--- src/rtl/cpu_defs.sv ---
// rtl/cpu_defs.sv - shared constants, state encodings and address checks for the fetch stage
package cpu_defs;

    localparam logic [31:0] PC_RESET = 32'h0000_3000;
    localparam logic [31:0] IM_BASE  = 32'h0000_3000;
    localparam int unsigned IM_WORDS = 4096;

    // 33-bit upper bound so the range check can never wrap past 2^32
    localparam logic [32:0] IM_LIMIT = {1'b0, IM_BASE} + 33'(IM_WORDS * 4);

    localparam logic [31:0] NOP      = 32'h0000_0000;
    localparam logic [4:0]  EXC_ADEL = 5'd4;

    typedef enum logic {
        FS_RUN  = 1'b0,
        FS_HOLD = 1'b1
    } fetch_state_t;

    function automatic logic addr_fault(input logic [31:0] addr);
        return (addr[1:0] != 2'b00)
            || ({1'b0, addr} < {1'b0, IM_BASE})
            || ({1'b0, addr} >= IM_LIMIT);
    endfunction

endpackage

--- src/rtl/if_id_reg.sv ---
// rtl/if_id_reg.sv - IF/ID pipeline register with reset > flush > stall > load priority
import cpu_defs::*;

module if_id_reg (
    input  logic        clk,
    input  logic        reset,
    input  logic        flush,
    input  logic        stall,
    input  logic        bubble,
    input  logic [31:0] d_instr,
    input  logic [31:0] d_pc,
    input  logic        d_fault,
    output logic [31:0] q_instr,
    output logic [31:0] q_pc,
    output logic [31:0] q_pc8,
    output logic        q_valid,
    output logic        q_fault
);

    always_ff @(posedge clk) begin
        if (reset || flush || (!stall && bubble)) begin
            q_instr <= NOP;
            q_pc    <= 32'h0;
            q_pc8   <= 32'h0;
            q_valid <= 1'b0;
            q_fault <= 1'b0;
        end else if (!stall) begin
            q_instr <= d_instr;
            q_pc    <= d_pc;
            q_pc8   <= d_pc + 32'd8;
            q_valid <= 1'b1;
            q_fault <= d_fault;
        end
    end

endmodule

--- src/rtl/fetch_unit.sv ---
// rtl/fetch_unit.sv - PC owner, imem requester and fetch-fault hold FSM feeding IF/ID
import cpu_defs::*;

module fetch_unit (
    input  logic        clk,
    input  logic        reset,
    input  logic        stall,
    input  logic        flush,
    input  logic        redirect_valid,
    input  logic [31:0] redirect_pc,
    output logic [31:0] imem_addr,
    input  logic [31:0] imem_instr,
    output logic [31:0] if_id_instr,
    output logic [31:0] if_id_pc,
    output logic [31:0] if_id_pc8,
    output logic        if_id_valid,
    output logic        if_id_fault
);

    logic [31:0]  pc;
    fetch_state_t state;
    logic         fault;

    assign imem_addr = pc;
    assign fault     = addr_fault(pc);

    // A faulting fetch parks the PC in HOLD until a redirect (exception entry) arrives
    always_ff @(posedge clk) begin
        if (reset) begin
            pc    <= PC_RESET;
            state <= FS_RUN;
        end else if (!stall) begin
            case (state)
                FS_RUN: begin
                    if (redirect_valid) begin
                        pc <= redirect_pc;
                    end else if (fault) begin
                        state <= FS_HOLD;
                    end else begin
                        pc <= pc + 32'd4;
                    end
                end
                FS_HOLD: begin
                    if (redirect_valid) begin
                        pc    <= redirect_pc;
                        state <= FS_RUN;
                    end
                end
                default: state <= FS_RUN;
            endcase
        end
    end

    if_id_reg u_if_id (
        .clk     (clk),
        .reset   (reset),
        .flush   (flush),
        .stall   (stall),
        .bubble  (state == FS_HOLD),
        .d_instr (fault ? NOP : imem_instr),
        .d_pc    (pc),
        .d_fault (fault),
        .q_instr (if_id_instr),
        .q_pc    (if_id_pc),
        .q_pc8   (if_id_pc8),
        .q_valid (if_id_valid),
        .q_fault (if_id_fault)
    );

endmodule

--- config.mk ---
export PLATFORM = sky130hd
export DESIGN_NAME = fetch_unit
export DESIGN_NICKNAME = d
export VERILOG_FILES = /design/src/rtl/cpu_defs.sv /design/src/rtl/if_id_reg.sv /design/src/rtl/fetch_unit.sv
export SDC_FILE = /design/constraint.sdc
export NUM_CORES = 1
export LEC_CHECK = 0
export ABC_AREA = 1
export CORE_MARGIN = 5
export CORE_UTILIZATION = 35
export CTS_BUF_LIST = sky130_fd_sc_hd__clkbuf_4 sky130_fd_sc_hd__clkbuf_8
export DETAILED_ROUTE_END_ITERATION = 10
export SLEW_MARGIN = 20
export SYNTH_ARGS = -nofsm -noshare
export SYNTH_HDL_FRONTEND = slang
export SYNTH_SLANG_ARGS = --single-unit
--- constraint.sdc ---
create_clock -name clk -period 1.95 [get_ports clk]
set_input_delay 0.2925 -clock clk [delete_from_list [all_inputs] [get_ports clk]]
set_output_delay 0.2925 -clock clk [all_outputs]
set_load 0.05 [all_outputs]
==> results_dict.tcl, run 1 <==
set metrics [dict create \
    outcome "complete, no violations" \
    synthesis.area_per_instance_um2 6.654 \
    fin_skew_ns 0.01143 \
    fin_crit_ns 1.900 \
    viasPerCell 4.888 \
    gr-total-overflow 0 \
    buffer_ports.inserted 198 \
    synthCells 911 \
    cts.repair_timing.setup_buffer_count 0 \
    critical_path.max_stage_delay_ns 0.81 \
    detail_route.iter0.violations 582 \
    final.hold.worst_slack_ns 0.1131 \
    worst_path_dominant_cell_family "buffers and inverters" \
    leak_pwr_nw 4.293 \
    cts_htree_levels 4 \
    num-nets-final 1190 \
    count_of_final_setup_violators 0 \
    ctsHoldBuffers 0 \
    layout_common_cells "sky130_fd_sc_hd__nand2_1, sky130_fd_sc_hd__nor2_1, sky130_fd_sc_hd__dfxtp_1, sky130_fd_sc_hd__clkdlybuf4s50_1, sky130_fd_sc_hd__a21oi_1" \
    antenna_cells 0 \
    crit_buf_inv 1 \
    rsz0062_at_grt "no" \
    power_density_over_the_cells_mw_per_mm2 755.8 \
    arrival_ns 1.61 \
    groute.usage.overall_pct 21.80 \
    critical_path_peak_fanout 2 \
    final_layout_size_suffix_gt1_share_pct 9.991 \
    maxSlewViolCount 0 \
    endpoint_kind "output pin" \
    place_ws_ns 0.1412 \
    share_of_the_cycle_needed_by_the_critical_path_after_routing_pct 97.42 \
    final.setup.tns_ns 0 \
    cp-start-kind "register" \
    grt_max_degree 81 \
    drt-pass1-iter-count 5 \
    io_pins 199 \
    tritoncts "built" \
    critical-path-slowest-cell "sky130_fd_sc_hd__clkdlybuf4s50_1" \
    antenna_found_initial 0 \
    setup.worst_path.class "register to output pin" \
    floorplan.initialDensity_pct 35.42 \
    post-route-drc-count 0 \
    cts.path.max_buffers 2 \
    floorplan.die.width_um 141.6 \
    antenna_violating_nets_post_route 0 \
    cts_root_buffer "sky130_fd_sc_hd__clkbuf_8" \
    syn_area_mm2 0.006062 \
    synthesis_stage_register_bit_count 128 \
    design.die.area_mm2 0.02005 \
    core_region_area_mm2 0.01712 \
    critical_path_required_time_ns 1.66 \
    syn_nets 983 \
    slew_headroom_pct 62.55 \
    clock_insertion_delay_worst_skew_ns 0.45 \
    layout.cells.most_common "sky130_fd_sc_hd__nand2_1" \
    routed_wl_mm 22.42 \
    synth.yosys.seq_area_share_pct 42.27 \
    max-cap-violations 0 \
    die_h_um 141.6 \
    cts_made_buffers 17 \
    final.setup.worst_slack_ns 0.05024 \
    synth_warnings 0 \
    hold_path.class "input port to register" \
    place_hpwl_mm 16.91 \
    grt_pass1_wl_mm 34.41 \
    max_clock_freq_mhz 526.4 \
    clk_transition_reported_paths_ns 0.08 \
    routedWlPerCell_um 16.53 \
    vias_in_the_first_global_route 6121 \
    peakVddDrop_mv 0.4003 \
    timing_worst_slew_pin_value_ns 0.5609 \
    routed_vias 6628 \
    finalWeightedCongestion 0.9733 \
    placement_rows 48 \
    area_growth_syn_to_layout_pct 47.78 \
    finalHoldViolCount 0 \
    cts.sinks 128 \
    worstPathCellList "clkdlybuf4s50_1" \
    synth_cell_types 32 \
]
per-stage QoR:
stage	area [um^2]	power [mW]	std cells	utilization (%)
floorplan	6065	3.628	911	-
global placement	8424	4.194	1324	49.22
detailed placement	8424	4.197	1324	49.22
CTS	8864	6.820	1356	51.78
global route	8959	7.065	1356	52.34
finish	8959	6.771	1356	52.34
where the power goes:
part | switching [mW] | total [mW] | internal, mW | leakage [nW]
logic | 0.874 | 1.34 | 0.466 | 3.02
registers | 0.0966 | 2.80 | 2.70 | 1.04
clock network | 1.11 | 2.64 | 1.52 | 0.230
state kept, by name, summed over array words and instances, names as in the netlist:
name             cells
u_if_id.q_pc        29
u_if_id.q_fault      1
state                1
u_if_id.q_instr     32
imem_addr           32
u_if_id.q_pc8       32
u_if_id.q_valid      1
routing by layer:
metal  routed length [um]  global-route usage [%]
met1                10340                   31.30
met2                 9899                   32.45
met3                 1640                   4.483
met4                  543                   7.677
met5                    0                       0
cells in the mapped netlist:
cell                       number  area [um^2]
sky130_fd_sc_hd__a211oi_1       8        60.06
sky130_fd_sc_hd__a21oi_1       87        435.4
sky130_fd_sc_hd__a221oi_1       5        43.79
sky130_fd_sc_hd__a31oi_1        4        25.02
sky130_fd_sc_hd__and3b_1        1        8.760
sky130_fd_sc_hd__buf_1          6        22.52
sky130_fd_sc_hd__buf_2          8        40.04
sky130_fd_sc_hd__buf_4          3        22.52
sky130_fd_sc_hd__buf_6          2        22.52
sky130_fd_sc_hd__clkbuf_1      33        123.9
sky130_fd_sc_hd__clkinv_1       1        3.750
sky130_fd_sc_hd__dfxtp_1      128         2562
sky130_fd_sc_hd__ha_1           3        37.54
sky130_fd_sc_hd__inv_1         74        277.8
sky130_fd_sc_hd__inv_2          1        3.750
sky130_fd_sc_hd__mux2i_1        4        40.04
sky130_fd_sc_hd__nand2_1      201        754.5
sky130_fd_sc_hd__nand2_2        2        12.51
sky130_fd_sc_hd__nand2_4        1        11.26
sky130_fd_sc_hd__nand3_1       52        260.3
sky130_fd_sc_hd__nand4_1       33        206.5
sky130_fd_sc_hd__nand4_2        1        12.51
sky130_fd_sc_hd__nor2_1       199        747.0
sky130_fd_sc_hd__nor2_2         1        6.260
sky130_fd_sc_hd__nor3_1         4        20.02
sky130_fd_sc_hd__nor3_2         1        10.01
sky130_fd_sc_hd__o211ai_1       2        15.01
sky130_fd_sc_hd__o21ai_0       33        165.2
sky130_fd_sc_hd__o221ai_1       1        8.760
sky130_fd_sc_hd__or2_2          1        6.260
sky130_fd_sc_hd__xnor2_1        1        8.760
sky130_fd_sc_hd__xor2_1        10        87.58
layout make-up:
cell class,count,area [um^2]
clock buffer,21,282.8
clock inverter,11,176.4
fill,1765,8158
inverter,76,285.3
multi-input combinational,655,2990
sequential,128,2565
tap,225,281.5
timing repair buffer,240,2377
worst paths after layout:
kind                                        from           endpoint  slack (ns)  cells past startpoint
worst min-delay path                       stall              state        0.11                      2
worst max-delay path            u_if_id.q_pc8[6]       if_id_pc8[6]        0.05                      1
worst min register to register  u_if_id.q_pc[10]   u_if_id.q_pc[10]        0.46                      2
worst max register to register     imem_addr[13]  u_if_id.q_pc8[26]        0.20                     10
logic make-up after synthesis:
| kind of cell | share of synthesized area [%] |
|---|---|
| AOI/OAI and AO/OA | 12.43 |
| and+or+nand+nor | 33.91 |
| buffers and inverters | 8.524 |
| DFF | 42.27 |
| xor gates and xnor gates | 1.589 |
| adders and majority gates | 0.6193 |
| muxes | 0.6605 |
worst reg2reg max path, stage by stage, from the launching register on:
cell	delay, ns
sky130_fd_sc_hd__dfxtp_1	0.47
sky130_fd_sc_hd__nand2_2	0.12
sky130_fd_sc_hd__nor2_1	0.19
sky130_fd_sc_hd__inv_1	0.12
sky130_fd_sc_hd__nor2_1	0.11
sky130_fd_sc_hd__buf_4	0.16
sky130_fd_sc_hd__nand3_1	0.10
sky130_fd_sc_hd__o21ai_0	0.17
sky130_fd_sc_hd__nand3_1	0.11
sky130_fd_sc_hd__nand2_1	0.07
sky130_fd_sc_hd__inv_1	0.03
repair_timing:
action                                  4_1_cts  5_1_grt
pin swaps                                     0        0
gates resized for setup                      16       38
endpoints found under the setup margin       17       38
No activity file was read; power rests on OpenSTA's default activity.
==> run 2, diff against run 1 <==
Settings changed: CORE_UTILIZATION 35 to 48, PLACE_DENSITY from default to 0.83.
==> results_dict.tcl, run 2 (synthesis results as in run 1) <==
set metrics [dict create \
    outcome "complete, no violations" \
    floorplan.die.width_um 122.4 \
    fin_crit_ns 1.901 \
    crit_buf_inv 1 \
    fin_skew_ns 0.008437 \
    critical_path_peak_fanout 2 \
    share_of_the_cycle_needed_by_the_critical_path_after_routing_pct 97.48 \
    endpoint_kind "output pin" \
    post-route-drc-count 0 \
    detail_route.iter0.violations 699 \
    antenna_cells 0 \
    num-nets-final 1194 \
    critical_path_required_time_ns 1.66 \
    finalWeightedCongestion 0.9525 \
    placement_rows 41 \
    clk_transition_reported_paths_ns 0.07 \
    groute.usage.overall_pct 28.54 \
    worst_path_dominant_cell_family "buffers and inverters" \
    core_region_area_mm2 0.01252 \
    routedWlPerCell_um 16.71 \
    leak_pwr_nw 4.055 \
    cts_htree_levels 4 \
    cts_root_buffer "sky130_fd_sc_hd__clkbuf_8" \
    viasPerCell 5.229 \
    critical_path.max_stage_delay_ns 0.82 \
    vias_in_the_first_global_route 6396 \
    antenna_violating_nets_post_route 0 \
    critical-path-slowest-cell "sky130_fd_sc_hd__clkdlybuf4s50_1" \
    power_density_over_the_cells_mw_per_mm2 743.0 \
    place_ws_ns -0.03140 \
    hold_path.class "input port to register" \
    rsz0062_at_grt "yes" \
    p_total_mw 6.572 \
    drt-pass1-iter-count 6 \
    design.die.area_mm2 0.01498 \
    antenna_found_initial 0 \
    slew_headroom_pct 60.61 \
    maxSlewViolCount 0 \
    routed_wl_mm 21.84 \
    filler_cell_count 1091 \
    grt_pass1_wl_mm 33.54 \
    place_hpwl_mm 16.57 \
    cts.path.max_buffers 2 \
    ctsHoldBuffers 0 \
    gr-total-overflow 0 \
    layout.cells.most_common "sky130_fd_sc_hd__nand2_1" \
    max-cap-violations 0 \
    cts_made_buffers 17 \
    layout_common_cells "sky130_fd_sc_hd__nand2_1, sky130_fd_sc_hd__nor2_1, sky130_fd_sc_hd__clkdlybuf4s50_1, sky130_fd_sc_hd__dfxtp_1, sky130_fd_sc_hd__a21oi_1" \
    r2r-start "imem_addr[4]" \
    io_pins 199 \
    timing_worst_slew_pin_value_ns 0.5899 \
    die_h_um 122.4 \
    worstPathCellList "clkdlybuf4s50_1" \
    min_from "stall" \
    final.setup.tns_ns 0 \
    tritoncts "built" \
    routed_vias 6834 \
    finalHoldViolCount 0 \
    max_clock_freq_mhz 526.1 \
    arrival_ns 1.61 \
    final_layout_size_suffix_gt1_share_pct 9.692 \
    count_of_final_setup_violators 0 \
    clock_insertion_delay_worst_skew_ns 0.44 \
    grt_max_degree 78 \
    setup.worst_path.class "register to output pin" \
    worstSetupStartpoint "u_if_id.q_instr[21]" \
    final.setup.worst_slack_ns 0.04920 \
    cp-start-kind "register" \
    buffer_ports.inserted 198 \
    floorplan.initialDensity_pct 48.43 \
    peakVddDrop_mv 0.4318 \
    area_growth_syn_to_layout_pct 45.90 \
    cts.sinks 128 \
]
run 2: worst paths after layout:
| path | endpoint | slack [ns] | cells after the start |
|---|---|---|---|
| setup reg to reg | imem_addr[31] | 0.10 | 10 |
| hold / removal | state | 0.14 | 2 |
| hold reg to reg | u_if_id.q_instr[1] | 0.47 | 2 |
| setup / recovery | if_id_instr[21] | 0.05 | 1 |
run 2: cell type report:
type	instances	area, um^2	share of cell area, %
flip-flops and latches	128	2565	29.00
well taps	172	215.2	2.433
repair buffers	244	2354	26.61
multi-input cells	655	2998	33.89
clock buffers	23	297.8	3.367
inverters	76	285.3	3.225
clock inverters	9	130.1	1.471
run 2: metal layers:
| metal | vias to the layer above | GRT usage (%) | share of wire, % | wire length, um |
|---|---|---|---|---|
| met1 | 3141 | 39.47 | 44 | 9536 |
| met5 | - | 0 | 0 | 0 |
| li1 | 3363 | - | - | - |
| met2 | 298 | 44.69 | 46 | 9997 |
| met4 | 0 | 9.447 | 2.1 | 465 |
| met3 | 32 | 5.714 | 8.4 | 1843 |
run 2: power by group:
| group | internal [mW] | total, mW | switching, mW |
|---|---|---|---|
| sequential | 2.70 | 2.80 | 0.0996 |
| clock | 1.41 | 2.45 | 1.04 |
| combinational | 0.459 | 1.32 | 0.862 |
run 2: what timing repair did:
item / 4_1_cts / 5_1_grt
buffers inserted: 0 / 0
setup endpoints to repair: 14 / 28
gates resized for setup: 14 / 28
run 2: stage by stage:
step	utilization (%)	instance area, um^2	cells	hold slack, ns
after global placement	66.77	8358	1275	0.4513
after global routing	70.66	8845	1307	0.1265
after detailed placement	66.77	8358	1275	0.4558
after floorplan	-	6065	911	0.4351
after CTS	70.08	8772	1307	0.1240
final	70.66	8845	1307	0.1422
